File: config.mk
export PLATFORM = sky130hd
export DESIGN_NAME = reg_dump_reader_flat
export DESIGN_NICKNAME = d
export VERILOG_FILES = /design/src/rtl/reg_dump_reader_pkg.sv /design/src/rtl/reg_dump_reader_if.sv /design/src/rtl/reg_dump_reader_csum.sv /design/src/rtl/reg_dump_reader.sv /design/src/flat_wrapper.sv
export SDC_FILE = /design/constraint.sdc
export NUM_CORES = 1
export LEC_CHECK = 0
export BUFFER_PORTS_ARGS = -buffer_cell sky130_fd_sc_hd__clkbuf_2
export CELL_PAD_IN_SITES_DETAIL_PLACEMENT = 0
export CELL_PAD_IN_SITES_GLOBAL_PLACEMENT = 2
export CORE_ASPECT_RATIO = 0.6
export CORE_MARGIN = 4
export CORE_UTILIZATION = 27
export DETAILED_ROUTE_END_ITERATION = 10
export PLACE_DENSITY = 0.73
export SYNTH_ARGS = -nofsm -noshare
export SYNTH_HDL_FRONTEND = slang
export SYNTH_HIERARCHICAL = 1
export SYNTH_SLANG_ARGS = --single-unit
File: constraint.sdc
create_clock -name CLK -period 2.3 [get_ports CLK]
set_input_delay 0.23 -clock CLK [delete_from_list [all_inputs] [get_ports CLK]]
set_output_delay 0.23 -clock CLK [all_outputs]
set_load 0.01 [all_outputs]
File: src/rtl/reg_dump_reader_pkg.sv
// Shared types and widths for the register dump reader.
// Optional feature macro: REG_DUMP_CHECKSUM_EN (adds a trailing XOR checksum beat).
package regdump_pkg;

  localparam int REG_ADDR_W = 5;
  localparam int DATA_W     = 32;

  // CSUM is only reachable when REG_DUMP_CHECKSUM_EN is defined.
  typedef enum logic [2:0] {
    IDLE,
    READ,
    SEND_A,
    SEND_B,
    CSUM,
    DONE
  } state_t;

endpackage

File: src/rtl/reg_dump_reader_if.sv
// Register-file read port pair plus the outgoing beat stream of the dump reader.
// Optional feature macro: REG_DUMP_CHECKSUM_EN (no effect on this interface).
interface reg_dump_reader_if;
  import regdump_pkg::*;

  logic [REG_ADDR_W-1:0] read_reg1;
  logic [REG_ADDR_W-1:0] read_reg2;
  logic [DATA_W-1:0]     read_data1;
  logic [DATA_W-1:0]     read_data2;
  logic                  out_valid;
  logic                  out_ready;
  logic [REG_ADDR_W-1:0] out_index;
  logic [DATA_W-1:0]     out_data;
  logic                  out_last;

  // The reader drives addresses and the stream; the register file and sink answer.
  modport master (
    output read_reg1, read_reg2, out_valid, out_index, out_data, out_last,
    input  read_data1, read_data2, out_ready
  );

  modport slave (
    input  read_reg1, read_reg2, out_valid, out_index, out_data, out_last,
    output read_data1, read_data2, out_ready
  );

endinterface

File: src/rtl/reg_dump_reader_csum.sv
// XOR accumulator folding every accepted data beat into a running checksum.
// Only instantiated when REG_DUMP_CHECKSUM_EN is defined.
module regdump_csum
  import regdump_pkg::*;
(
  input  logic              CLK,
  input  logic              RST_N,
  input  logic              clear,
  input  logic              enable,
  input  logic [DATA_W-1:0] data,
  output logic [DATA_W-1:0] sum
);

  // Clear wins over enable so a fresh dump always starts from zero.
  always_ff @(posedge CLK or negedge RST_N) begin
    if (!RST_N) begin
      sum <= '0;
    end else if (clear) begin
      sum <= '0;
    end else if (enable) begin
      sum <= sum ^ data;
    end
  end

endmodule

File: src/rtl/reg_dump_reader.sv
// Register dump reader: reads a register file two words at a time and streams
// each word as a valid/ready beat tagged with its register number.
// Optional feature macro: REG_DUMP_CHECKSUM_EN appends an XOR checksum beat.
module reg_dump_reader
  import regdump_pkg::*;
#(
  parameter int NUM_REGS = 32
) (
  input  logic               CLK,
  input  logic               RST_N,
  input  logic               start,
  output logic               busy,
  output logic               done,
  reg_dump_reader_if.master  bus
);

  // Pair counter fits in the address width minus the even/odd bit.
  localparam int            K_W    = REG_ADDR_W - 1;
  localparam logic [K_W-1:0] K_LAST = K_W'(NUM_REGS / 2 - 1);

  state_t            state_reg;
  logic [K_W-1:0]    k_reg;
  logic [K_W-1:0]    k_next;
  logic [DATA_W-1:0] buf_a_reg;
  logic [DATA_W-1:0] buf_b_reg;

  assign k_next = k_reg + 1'b1;

`ifdef REG_DUMP_CHECKSUM_EN
  logic              csum_clear;
  logic              csum_enable;
  logic [DATA_W-1:0] csum_value;

  assign csum_clear  = (state_reg == IDLE) && start;
  assign csum_enable = bus.out_valid && bus.out_ready &&
                       ((state_reg == SEND_A) || (state_reg == SEND_B));

  regdump_csum u_csum (
    .CLK    (CLK),
    .RST_N  (RST_N),
    .clear  (csum_clear),
    .enable (csum_enable),
    .data   (bus.out_data),
    .sum    (csum_value)
  );
`endif

  // Beat data comes straight from the capture buffers, so it cannot move during a stall.
  always_comb begin
    bus.out_data = buf_a_reg;
    if (state_reg == SEND_B) begin
      bus.out_data = buf_b_reg;
    end
`ifdef REG_DUMP_CHECKSUM_EN
    else if (state_reg == CSUM) begin
      bus.out_data = csum_value;
    end
`endif
  end

  // Dump sequencer: control outputs are registered alongside the state.
  always_ff @(posedge CLK or negedge RST_N) begin
    if (!RST_N) begin
      state_reg     <= IDLE;
      k_reg         <= '0;
      buf_a_reg     <= '0;
      buf_b_reg     <= '0;
      bus.read_reg1 <= '0;
      bus.read_reg2 <= '0;
      bus.out_valid <= 1'b0;
      bus.out_index <= '0;
      bus.out_last  <= 1'b0;
      busy          <= 1'b0;
      done          <= 1'b0;
    end else begin
      case (state_reg)
        IDLE: begin
          if (start) begin
            k_reg         <= '0;
            bus.read_reg1 <= '0;
            bus.read_reg2 <= REG_ADDR_W'(1);
            busy          <= 1'b1;
            state_reg     <= READ;
          end
        end
        READ: begin
          buf_a_reg     <= bus.read_data1;
          buf_b_reg     <= bus.read_data2;
          bus.out_valid <= 1'b1;
          bus.out_index <= {k_reg, 1'b0};
          bus.out_last  <= 1'b0;
          state_reg     <= SEND_A;
        end
        SEND_A: begin
          if (bus.out_ready) begin
            bus.out_index <= {k_reg, 1'b1};
`ifdef REG_DUMP_CHECKSUM_EN
            bus.out_last  <= 1'b0;
`else
            bus.out_last  <= (k_reg == K_LAST);
`endif
            state_reg     <= SEND_B;
          end
        end
        SEND_B: begin
          if (bus.out_ready) begin
            if (k_reg != K_LAST) begin
              k_reg         <= k_next;
              bus.read_reg1 <= {k_next, 1'b0};
              bus.read_reg2 <= {k_next, 1'b1};
              bus.out_valid <= 1'b0;
              state_reg     <= READ;
            end else begin
`ifdef REG_DUMP_CHECKSUM_EN
              bus.out_index <= '0;
              bus.out_last  <= 1'b1;
              state_reg     <= CSUM;
`else
              bus.out_valid <= 1'b0;
              bus.out_last  <= 1'b0;
              done          <= 1'b1;
              state_reg     <= DONE;
`endif
            end
          end
        end
`ifdef REG_DUMP_CHECKSUM_EN
        CSUM: begin
          if (bus.out_ready) begin
            bus.out_valid <= 1'b0;
            bus.out_last  <= 1'b0;
            done          <= 1'b1;
            state_reg     <= DONE;
          end
        end
`endif
        DONE: begin
          done      <= 1'b0;
          busy      <= 1'b0;
          state_reg <= IDLE;
        end
        default: begin
          state_reg <= IDLE;
        end
      endcase
    end
  end

endmodule

File: src/flat_wrapper.sv
// flat-port wrapper written by rule: the top's interface ports become plain ports
module reg_dump_reader_flat import regdump_pkg::*;
#(
  parameter int NUM_REGS = 32
)
  (CLK, RST_N, start, busy, done, bus_read_reg1, bus_read_reg2, bus_out_valid, bus_out_index, bus_out_data, bus_out_last, bus_read_data1, bus_read_data2, bus_out_ready);
  reg_dump_reader_if bus_i ();
  input  logic CLK;
  input  logic RST_N;
  input  logic start;
  output logic busy;
  output logic done;
  output wire logic [$bits(bus_i.read_reg1)-1:0] bus_read_reg1;
  output wire logic [$bits(bus_i.read_reg2)-1:0] bus_read_reg2;
  output wire logic [$bits(bus_i.out_valid)-1:0] bus_out_valid;
  output wire logic [$bits(bus_i.out_index)-1:0] bus_out_index;
  output wire logic [$bits(bus_i.out_data)-1:0] bus_out_data;
  output wire logic [$bits(bus_i.out_last)-1:0] bus_out_last;
  input wire logic [$bits(bus_i.read_data1)-1:0] bus_read_data1;
  input wire logic [$bits(bus_i.read_data2)-1:0] bus_read_data2;
  input wire logic [$bits(bus_i.out_ready)-1:0] bus_out_ready;
  assign bus_read_reg1 = bus_i.read_reg1;
  assign bus_read_reg2 = bus_i.read_reg2;
  assign bus_out_valid = bus_i.out_valid;
  assign bus_out_index = bus_i.out_index;
  assign bus_out_data = bus_i.out_data;
  assign bus_out_last = bus_i.out_last;
  assign bus_i.read_data1 = bus_read_data1;
  assign bus_i.read_data2 = bus_read_data2;
  assign bus_i.out_ready = bus_out_ready;
  reg_dump_reader #(.NUM_REGS(NUM_REGS)) u_core (.CLK(CLK), .RST_N(RST_N), .start(start), .busy(busy), .done(done), .bus(bus_i));
endmodule
## Word level (Yosys, flattened, before mapping)

Cells that the tools add are included.

| storage, ports and cells | value |
|---|---|
| register bits | 90 |
| input port bits | 68 |
| output and inout bits | 51 |
| word-level logic and storage cells | 68 |

| cells by class | value |
|---|---|
| $add $sub $neg | 1 |
| eq/ne operators | 11 |
| multiplexer cells | 31 |
| reduce and logical (&&, ||, !) cells | 14 |

Operators by type and width:

| operator | count |
|---|---|
| $mux 5 | 7 |
| $mux 32 | 1 |
| $pmux 5 s2 | 3 |
| $mux 3 | 4 |
| $mux 4 | 3 |
| $pmux 3 s4 | 1 |
| $ne 2x2->1 const B | 5 |
| $reduce_bool 2->1 | 5 |
| $pmux 4 s2 | 1 |
| $reduce_and 4->1 | 2 |
| $mux 1 | 7 |
| $eq 3x2->1 const B | 2 |
| $pmux 1 s2 | 3 |
| $reduce_and 2->1 | 3 |
| $reduce_and 3->1 | 2 |
| $add 4x1->4 const B | 1 |
| $eq 4x4->1 const B | 1 |
| $ne 4x4->1 const B | 1 |
| $eq 3x1->1 const B | 1 |
| $eq 3x3->1 const B | 1 |
| $logic_not 3->1 | 1 |
| $pmux 1 s3 | 1 |
| $reduce_bool 3->1 | 1 |

## Longest topological paths before layout

Gate-level depths: netlist of run 1.

| logic depth | value |
|---|---|
| word-level depth | 4 |
| gate-level depth with buffers | 5 |
| mapped depth without buffers | 4 |

## Worst setup path after synthesis of run 1

OpenSTA, ideal clock, no wires.

| timing path | value |
|---|---|
| path type | reg-to-reg |
| start | reg, netlist name u_core/bus.read_reg2[1] |
| end | reg u_core.bus.read_reg2[2] |
| library setup time | 0.125 ns |
| arrival | 1.389 ns |
| required time | 2.175 ns |
| slack | 0.786 ns |
| stages on the path, launching flop included | 5 |
| path buffers | 0 |
| period minus slack after synthesis | 1.514 ns |
| cells stage by stage | dfrtp_1 ha_1 nand3_1 a21oi_1 mux2_2 |

RTL lines:

| item | line | source |
|---|---|---|
| to (signal assigned) | reg_dump_reader.sv:110 | `bus.read_reg2 <= {k_next, 1'b1};` |
| to (decl) | reg_dump_reader_if.sv:18 | `output read_reg1, read_reg2, out_valid, out_index, out_data, out_last,` |

## Final worst setup path of run 1

| timing path | value |
|---|---|
| start | reg u_core.state_reg[2] |
| end | out bus_out_data[2] |

| on the way | value |
|---|---|
| word-level cells in the longest chain between the ends | 2 |

RTL lines:

| item | line | source |
|---|---|---|
| from (decl) | reg_dump_reader.sv:21 | `state_t state_reg;` |
| from (signal assigned) | reg_dump_reader.sv:64 | `state_reg <= IDLE;` |
| from (signal assigned) | reg_dump_reader.sv:83 | `state_reg <= READ;` |
| from (signal assigned) | reg_dump_reader.sv:92 | `state_reg <= SEND_A;` |
| $eq 3x2->1 | reg_dump_reader.sv:51 | `if (state_reg == SEND_B) begin` |
| $mux 32 | reg_dump_reader.sv:51 |  |
| to (decl) | flat_wrapper.sv:17 | `output wire logic [$bits(bus_i.out_data)-1:0] bus_out_data;` |

No other way between the ends.

==> results of run 1 <==
## per-stage QoR
step | cells | util, % | hold slack (ns)
global placement | 525 | 34.01 | 0.2289
floorplan | 249 | - | -0.06559
CTS | 542 | 36.53 | 0.1109
global route | 542 | 36.55 | 0.1058
detailed placement | 525 | 34.01 | 0.2374
finish | 542 | 36.55 | 0.1259
## repair_timing
| action | 4_1_cts | 5_1_grt |
|---|---|---|
| endpoints found under the setup margin | 8 | 26 |
| setup buffers | 0 | 0 |
| hold endpoints to repair | 37 | 0 |
| resized for setup | 1 | 2 |
| hold buffers | 1 | 0 |
## Yosys cell counts, drive strengths merged
cell,count
a31oi,1
a21o,2
nand2b,2
dfrtp,81
o221ai,1
mux2,101
and4b,1
a21oi,6
o22ai,2
a22o,1
conb,1
a21boi,1
nand4,1
o21ai,7
nand3b,2
and3,3
inv,2
nand2,5
nor4b,1
nor2,3
nor3b,1
o21ba,1
nand4b,1
buf,18
nor3,2
ha,1
nand3,1
## cell usage in the layout (no fill, tap or decap), drive strengths merged, types with 2 or more instances in the layout
cell,count
a21o,2
and3,3
a21oi,6
clkbuf,128
o22ai,2
inv,2
nand3b,2
buf,8
nand2b,2
nor3,2
nor2,3
o21ai,7
nand2,5
bufinv,2
dfrtp,81
mux2,101
## cells by family (layout without fill, tap and decap cells)
group / Yosys count / count (layout)
multiplexers: 101 / 101
flip-flops: 81 / 81
AO/OA/AOI/OAI: 22 / 22
adder cells (fa/ha/maj): 1 / 1
buffers and inverters: 20 / 143
AND/OR/NAND/NOR: 23 / 23
other: 1 / 1
## cell type report
type                       count  area share [%]
clock buffer                  12           5.104
tap                          170           4.404
multi-input combinational    148           32.46
timing repair buffer         125           14.25
inverter                       2          0.1554
clock inverter                 4           1.580
sequential                    81           42.05
## path summary, 6_finish.rpt
path / from / end / slack (ns)
max: u_core/state_reg[2] / bus_out_data[2] / 0.16
min: bus_read_data2[28] / u_core/buf_b_reg[28] / 0.13
max reg2reg: u_core/state_reg[0] / u_core/buf_b_reg[0] / 0.55
min reg2reg: u_core/bus.out_valid / u_core/bus.out_valid / 0.49
max in group asynchronous: RST_N / u_core/state_reg[2] / 1.23
min in group asynchronous: RST_N / u_core/buf_a_reg[9] / 0.41
## per-layer routing
layer	global-route usage, %	wire length, um	vias up
li1	-	-	1125
met1	14.77	4091	1190
met2	15.87	3478	80
met3	5.880	850	9
met4	2.776	85	0
met5	0	0	-
## power groups by stage
stage	clock network (mW)	logic (mW)	registers [mW]
finish	1.54	3.36	2.57
detailed placement	0	3.42	2.60
CTS	1.60	3.44	2.57
global placement	0	3.36	2.56
floorplan	0	2.54	2.44
global route	1.67	3.66	2.68
==> Implementation_results.wiki, run 1 <==
{| class="wikitable"
! Metric !! Value
|-
| Run status || complete, no violations
|-
| Proportion of layout cells with a drive suffix above 1 || 66.40%
|-
| Grt ovf || 0
|-
| Basic-gate share of the synthesized area counting and, or, nand and nor cells || 4.413%
|-
| Worst setup SP type || register
|-
| Critical path required time || 2.07 ns
|-
| Worst endpoint data arrival time || 1.91 ns
|-
| Antenna diode count || 0
|-
| Max rail drop VDD || 513.7 uV
|-
| Mean instance size in the synthesized netlist || 15.03 um2
|-
| Total power per unit cell area || 1548 nW/um2
|-
| Top area cells in the synthesized netlist || dfrtp_1 (54%), mux2_2 (22%), mux2_4 (11%)
|-
| Fraction of synthesized cell area in xor and xnor cells || 0%
|-
| Part of the total power dissipated in combinational logic || 45.0%
|-
| Area taken by multi-input logic gates || 1568 um2
|-
| Synth Instances || 249
|-
| Max-slew violation count || 0
|-
| Clock network power share || 20.7%
|-
| Die Width || 160.0 um
|-
| Logic depth of the worst setup path including buffers || 4
|-
| Worst-path maximum fanout || 13
|-
| Number of cell rows || 32
|-
| Maximum clock path buffer count || 2
|-
| Unrepaired setup endpoints after global routing || false
|-
| Upper clock frequency limit || 467.6 MHz
|-
| Total routed wirelength || 8506 um
|-
| #FFs+latches synth || 81
|-
| Per-cell via count in the routed design || 4.435
|-
| Largest net degree at the start of global routing || 45
|-
| Number of hold-slack violations in the final timing report || 0
|-
| Floorplan Core Area || 13210 um2
|-
| Final cycle utilization of the critical path || 92.98%
|-
| Layout filler cell count || 1314
|-
| Overall power of the completed layout || 7.477 mW
|-
| Finished layout cell area || 4830 um2
|-
| Share of synthesized area occupied by flip-flops and latches || 54.16%
|-
| Share of total power consumed by net switching || 32.04%
|-
| Final Setup Violations || 0
|-
| Number of distinct standard cells referenced by the synthesized netlist || 32
|-
| Setup skew after layout || 0.007895 ns
|-
| Number of sinks handled by clock tree synthesis || 81
|-
| CTS tree || yes
|-
| Port-buffer cells || 117
|-
| GRT Util Overall || 11.10%
|-
| Stage delay of the slowest cell on the critical path || 0.53 ns
|-
| Post-DR wirelength/cell || 15.69 um
|-
| DRT iter0 DRCs || 91
|-
| Sequential fraction of design power || 34.4%
|-
| Sum Neg Setup Slack || 0 ns
|-
| Min-delay worst type || input pin to register
|-
| Final setup margin || 0.1614 ns
|-
| Kind of capture point of the worst setup path || primary output
|-
| Total half-perimeter wirelength after legalization and detailed placement || 6263 um
|-
| Wire length of the first global-routing pass || 14120 um
|-
| Min-Delay Path Depth || 2
|-
| Die area || 15870 um2
|-
| Flip-flop and latch area || 2031 um2
|-
| DP Area || 4493 um2
|-
| List of cells traversed by the critical path || nand3b_4, buf_4, mux2_2, clkbuf_2
|-
| Max-cap violations || 0
|-
| Share of synthesized cell area in full adder, half adder and majority cells || 0.3343%
|-
| Cell count of the worst reg-to-reg path || 3
|-
| Height of the chip || 99.20 um
|-
| Count of unresolved DRC violations after routing || 0
|-
| Post-synthesis cell area || 3742 um2
|-
| Initial Utilization || 28.32%
|-
| Final Net Count || 436
|-
| CTS Root Buffer Type || clkbuf_16
|-
| Slew margin rel. || 65.81%
|-
| Crit-path slowest cell || dfrtp_2
|-
| Switching power of the nets || 2.396 mW
|-
| Kind of cell with the highest combined delay on the critical path || flip-flops
|-
| Static leakage power || 2.306 nW
|-
| Source-to-sink clock delay at the later pin of the worst-skew pair || 0.33 ns
|-
| Vias in the first global route || 2670
|-
| Slew at the pin closest to its max-slew limit || 0.5128 ns
|-
| Via Count || 2404
|-
| Register clock-pin slew on the reported worst setup and hold paths || 0.06 ns
|-
| Number of buffers added by the clock tree synthesis step || 9
|-
| Post-synthesis compound-gate area fraction || 3.678%
|-
| Library cell occupying the most area in the post-synthesis netlist || dfrtp_1
|-
| Placement-stage worst setup slack || 0.3282 ns
|-
| H-tree Lvls || 3
|-
| Synthesized net count || 318
|-
| RD Place Congestion || 0.7253
|-
| Total internal power || 5.081 mW
|-
| Worst setup path class || register to primary output
|-
| Initial antenna violation count || 0
|-
| Critical path buffers and inverters || 2
|-
| Relative area change from synthesis to final layout || 29.05%
|-
| Yosys Warn Count || 6
|-
| Mux contribution to synthesized area || 33.20%
|-
| Remaining number of nets flagged by the antenna check after routing || 0
|-
| Combinational family with the most area after synthesis || multiplexers
|-
| Pre-Repair DR Iteration Count || 4
|-
| Minimum clock period after layout || 2.139 ns
|-
| Share of the synthesized area in the top cell type || 54.16%
|-
| I/O pin count || 119
|}
Power figures use the tool's default switching activity.
==> run 2, diff against run 1 <==
- ABC_AREA: default -> 1
- GPL_TIMING_DRIVEN: default -> 0
- PLACE_DENSITY: 0.73 -> 0.85
==> run 2 against run 1 <==
Die area is 3.2% lower. Cell count grew 44%. Critical path depth is 3 higher. Total power fell by 9.1%. Global-route usage up 3.4 points. Fmax grew 8.2%. Register-to-register slack improved by 0.27 ns.
==> Implementation_results.wiki, run 2 <==
{| class="wikitable"
! Metric !! Value
|-
| Run status || complete, no violations
|-
| Die area || 15370 um2 (-3.2%)
|-
| Total power per unit cell area || 1444 nW/um2 (-6.7%)
|-
| Worst setup SP type || register
|-
| Remaining number of nets flagged by the antenna check after routing || 0 (unchanged)
|-
| Grt ovf || 0 (unchanged)
|-
| Die Width || 157.4 um (-1.6%)
|-
| Number of hold-slack violations in the final timing report || 0 (unchanged)
|-
| Largest net degree at the start of global routing || 43 (-4.4%)
|-
| CTS tree || yes
|-
| Antenna diode count || 0 (unchanged)
|-
| Unrepaired setup endpoints after global routing || false
|-
| Count leader, synth || nand2_1
|-
| Number of distinct standard cells referenced by the synthesized netlist || 22 (-31%)
|-
| Final Net Count || 674 (+55%)
|-
| Setup skew after layout || 0.007697 ns (-0.0001981 ns)
|-
| Maximum clock path buffer count || 2 (unchanged)
|-
| Max-slew violation count || 0 (unchanged)
|-
| Gates resized, CTS repair || 0 (-1)
|-
| Height of the chip || 97.64 um (-1.6%)
|-
| Post-synthesis async set-or-reset flop share || 100.0% (unchanged)
|-
| EDFF count, synth || 0 (unchanged)
|-
| Most frequently used flop master after synthesis || dfrtp_1
|-
| Per-cell via count in the routed design || 4.269 (-3.8%)
|-
| DP Area || 4444 um2 (-1.1%)
|-
| DRT iter0 DRCs || 155 (+70%)
|-
| Floorplan Core Area || 12970 um2 (-1.8%)
|-
| Flip-flop and latch area || 2027 um2 (-0.19%)
|-
| RD Place Congestion || 0.8070 (+11%)
|-
| Pre-Repair DR Iteration Count || 4 (unchanged)
|-
| Area taken by multi-input logic gates || 1398 um2 (-11%)
|-
| Initial antenna violation count || 0 (unchanged)
|-
| Worst-path maximum fanout || 10 (-3)
|-
| Register clock-pin slew on the reported worst setup and hold paths || 0.06 ns (about the same)
|-
| Wire length of the first global-routing pass || 17560 um (+24%)
|-
| Via Count || 3321 (+38%)
|-
| GRT Util Overall || 14.51% (+3.4 points)
|-
| Max rail drop VDD || 440.4 uV (-14%)
|-
| Finished layout cell area || 4706 um2 (-2.6%)
|-
| Share of synthesized area occupied by flip-flops and latches || 56.06% (+1.9 points)
|-
| Synth Instances || 475 (+91%)
|-
| Upper clock frequency limit || 505.9 MHz (+8.2%)
|-
| Mean instance size in the synthesized netlist || 7.613 um2 (-49%)
|-
| Min-delay worst type || input pin to register
|-
| Total routed wirelength || 10540 um (+24%)
|-
| Final standard cell utilization of the core || 36.28% (-0.28 points)
|-
| Share of the synthesized area in the top cell type || 56.06% (+1.9 points)
|-
| Vias in the first global route || 3399 (+27%)
|-
| Final cycle utilization of the critical path || 85.94% (-7.0 points)
|-
| Total half-perimeter wirelength after legalization and detailed placement || 7809 um (+25%)
|-
| H-tree Lvls || 3 (unchanged)
|-
| I/O pin count || 119 (unchanged)
|-
| Overall power of the completed layout || 6.794 mW (-9.1%)
|-
| Post-synthesis cell area || 3616 um2 (-3.4%)
|-
| Leading cell type in the layout, fill and taps excluded || nand2_1
|-
| Initial Utilization || 27.87% (-0.45 points)
|-
| Count of unresolved DRC violations after routing || 0 (unchanged)
|-
| Proportion of layout cells with a drive suffix above 1 || 26.64% (-40 points)
|-
| Max-cap violations || 0 (unchanged)
|-
| Number of buffers added by the clock tree synthesis step || 9 (unchanged)
|-
| Source-to-sink clock delay at the later pin of the worst-skew pair || 0.33 ns (about the same)
|-
| Relative area change from synthesis to final layout || 30.14%
|-
| Post-CTS repair timing setup buffer count || 0 (unchanged)
|-
| Layout filler cell count || 1446 (+10%)
|-
| Number of sinks handled by clock tree synthesis || 81 (unchanged)
|-
| #FFs+latches synth || 81 (unchanged)
|-
| Slew margin rel. || 59.67% (-6.1 points)
|-
| Static leakage power || 2.792 nW (+21%)
|-
| Commonest cells after routing, fill and taps aside || nand2_1 (324), clkbuf_2 (116), dfrtp_1 (81)
|-
| Worst endpoint data arrival time || 1.75 ns (-0.16 ns)
|-
| Yosys Warn Count || 6 (unchanged)
|-
| Post-DR wirelength/cell || 13.55 um (-14%)
|-
| Worst setup path class || register to primary output
|-
| Synthesized net count || 544 (+71%)
|-
| Minimum clock period after layout || 1.977 ns (-0.1619 ns)
|-
| Critical path required time || 2.07 ns (about the same)
|-
| Sum Neg Setup Slack || 0 ns (unchanged)
|-
| Kind of capture point of the worst setup path || primary output
|-
| Quantity of hold-fixing buffers added after cts || 1 (unchanged)
|-
| Number of cell rows || 32 (unchanged)
|-
| Synth cell count leaders || nand2_1 (324), dfrtp_1 (81), buf_2 (12)
|-
| Port-buffer cells || 117 (unchanged)
|-
| CTS Root Buffer Type || clkbuf_16
|-
| Final Setup Violations || 0 (unchanged)
|-
| Setup slack of the most critical reg-to-reg path || 0.82 ns (+0.27 ns)
|-
| Slew at the pin closest to its max-slew limit || 0.6050 ns (+0.09219 ns)
|-
| Top area cells in the synthesized netlist || dfrtp_1 (56%), nand2_1 (34%), buf_4 (1.9%)
|-
| Library cell occupying the most area in the post-synthesis netlist || dfrtp_1
|-
| Worst hold margin || 0.08783 ns (-0.03812 ns)
|}
-- run 2: cell count changes after synthesis, moves of 4 or more --
| cell | delta |
|---|---|
| nand2_2 | +4 |
| inv_2 | +4 |
| buf_2 | +9 |
| inv_1 | +8 |
| nand3_1 | +6 |
| mux2_2 | -73 |
| mux2_4 | -28 |
| o21ai_0 | -6 |
| nand2_1 | +319 |
| buf_6 | -5 |
-- run 2: cell type report --
| class | instances | share of cell area, % |
|---|---|---|
| Sequential cell | 81 | 43.07 |
| Multi-Input combinational cell | 356 | 29.70 |
| Timing Repair Buffer | 119 | 13.29 |
| Clock buffer | 10 | 4.866 |
| Tap cell | 170 | 4.520 |
| Buffer | 24 | 2.951 |
| Inverter | 14 | 1.117 |
| Clock inverter | 4 | 0.4786 |
-- run 2: worst max-delay path, cell delays in order, from the launching register on --
cell,delay [ns]
dfrtp_1,0.43
nand2_2,0.09
nor2_4,0.21
inv_2,0.15
buf_2,0.23
nand2_1,0.09
nand2_1,0.08
clkbuf_2,0.13
-- run 2: final timing paths --
kind                                         start                      end  cells past startpoint
setup / recovery               u_core/state_reg[1]          bus_out_data[1]                      7
max in group asynchronous                    RST_N      u_core/buf_b_reg[3]                      3
hold / removal                  bus_read_data1[22]     u_core/buf_a_reg[22]                      3
hold reg to reg            u_core/bus.read_reg2[0]  u_core/bus.read_reg2[0]                      2
min in group asynchronous                    RST_N  u_core/bus.out_index[2]                      2
setup reg to reg               u_core/state_reg[2]     u_core/buf_a_reg[21]                      6
-- run 2: power by group --
part | switching [mW] | internal, mW
clock network | 0.538 | 0.713
registers | 0.352 | 2.06
logic | 2.03 | 1.11
-- run 2: through the flow --
stage,setup slack (ns),instances
4_1_cts,0.2658,778
3_5_place_dp,0.6413,763
5_1_grt,0.1322,778
2_1_floorplan,1.014,475
6_report,0.3233,778
3_3_place_gp,0.02495,762
-- run 2: logic make-up (layout without fill, tap and decap cells) --
group	after synthesis	after routing	synth area share, %
adder cells (fa/ha/maj)	1	1	0.3460
flip-flops	81	81	56.06
other	1	1	0.1037
XOR/XNOR	1	1	0.2423
AO/OA/AOI/OAI	8	8	1.142
buffers and inverters	38	171	5.294
AND/OR/NAND/NOR	345	345	36.82
-- run 2: per-layer routing --
metal  vias up  share of wire [%]  global-route usage (%)
li1       1684                  -                       -
met1      1518                 51                   21.39
met2       112                 41                   20.92
met3         7                7.8                   4.628
met4         0               0.66                   2.776
met5         -                  0                       0
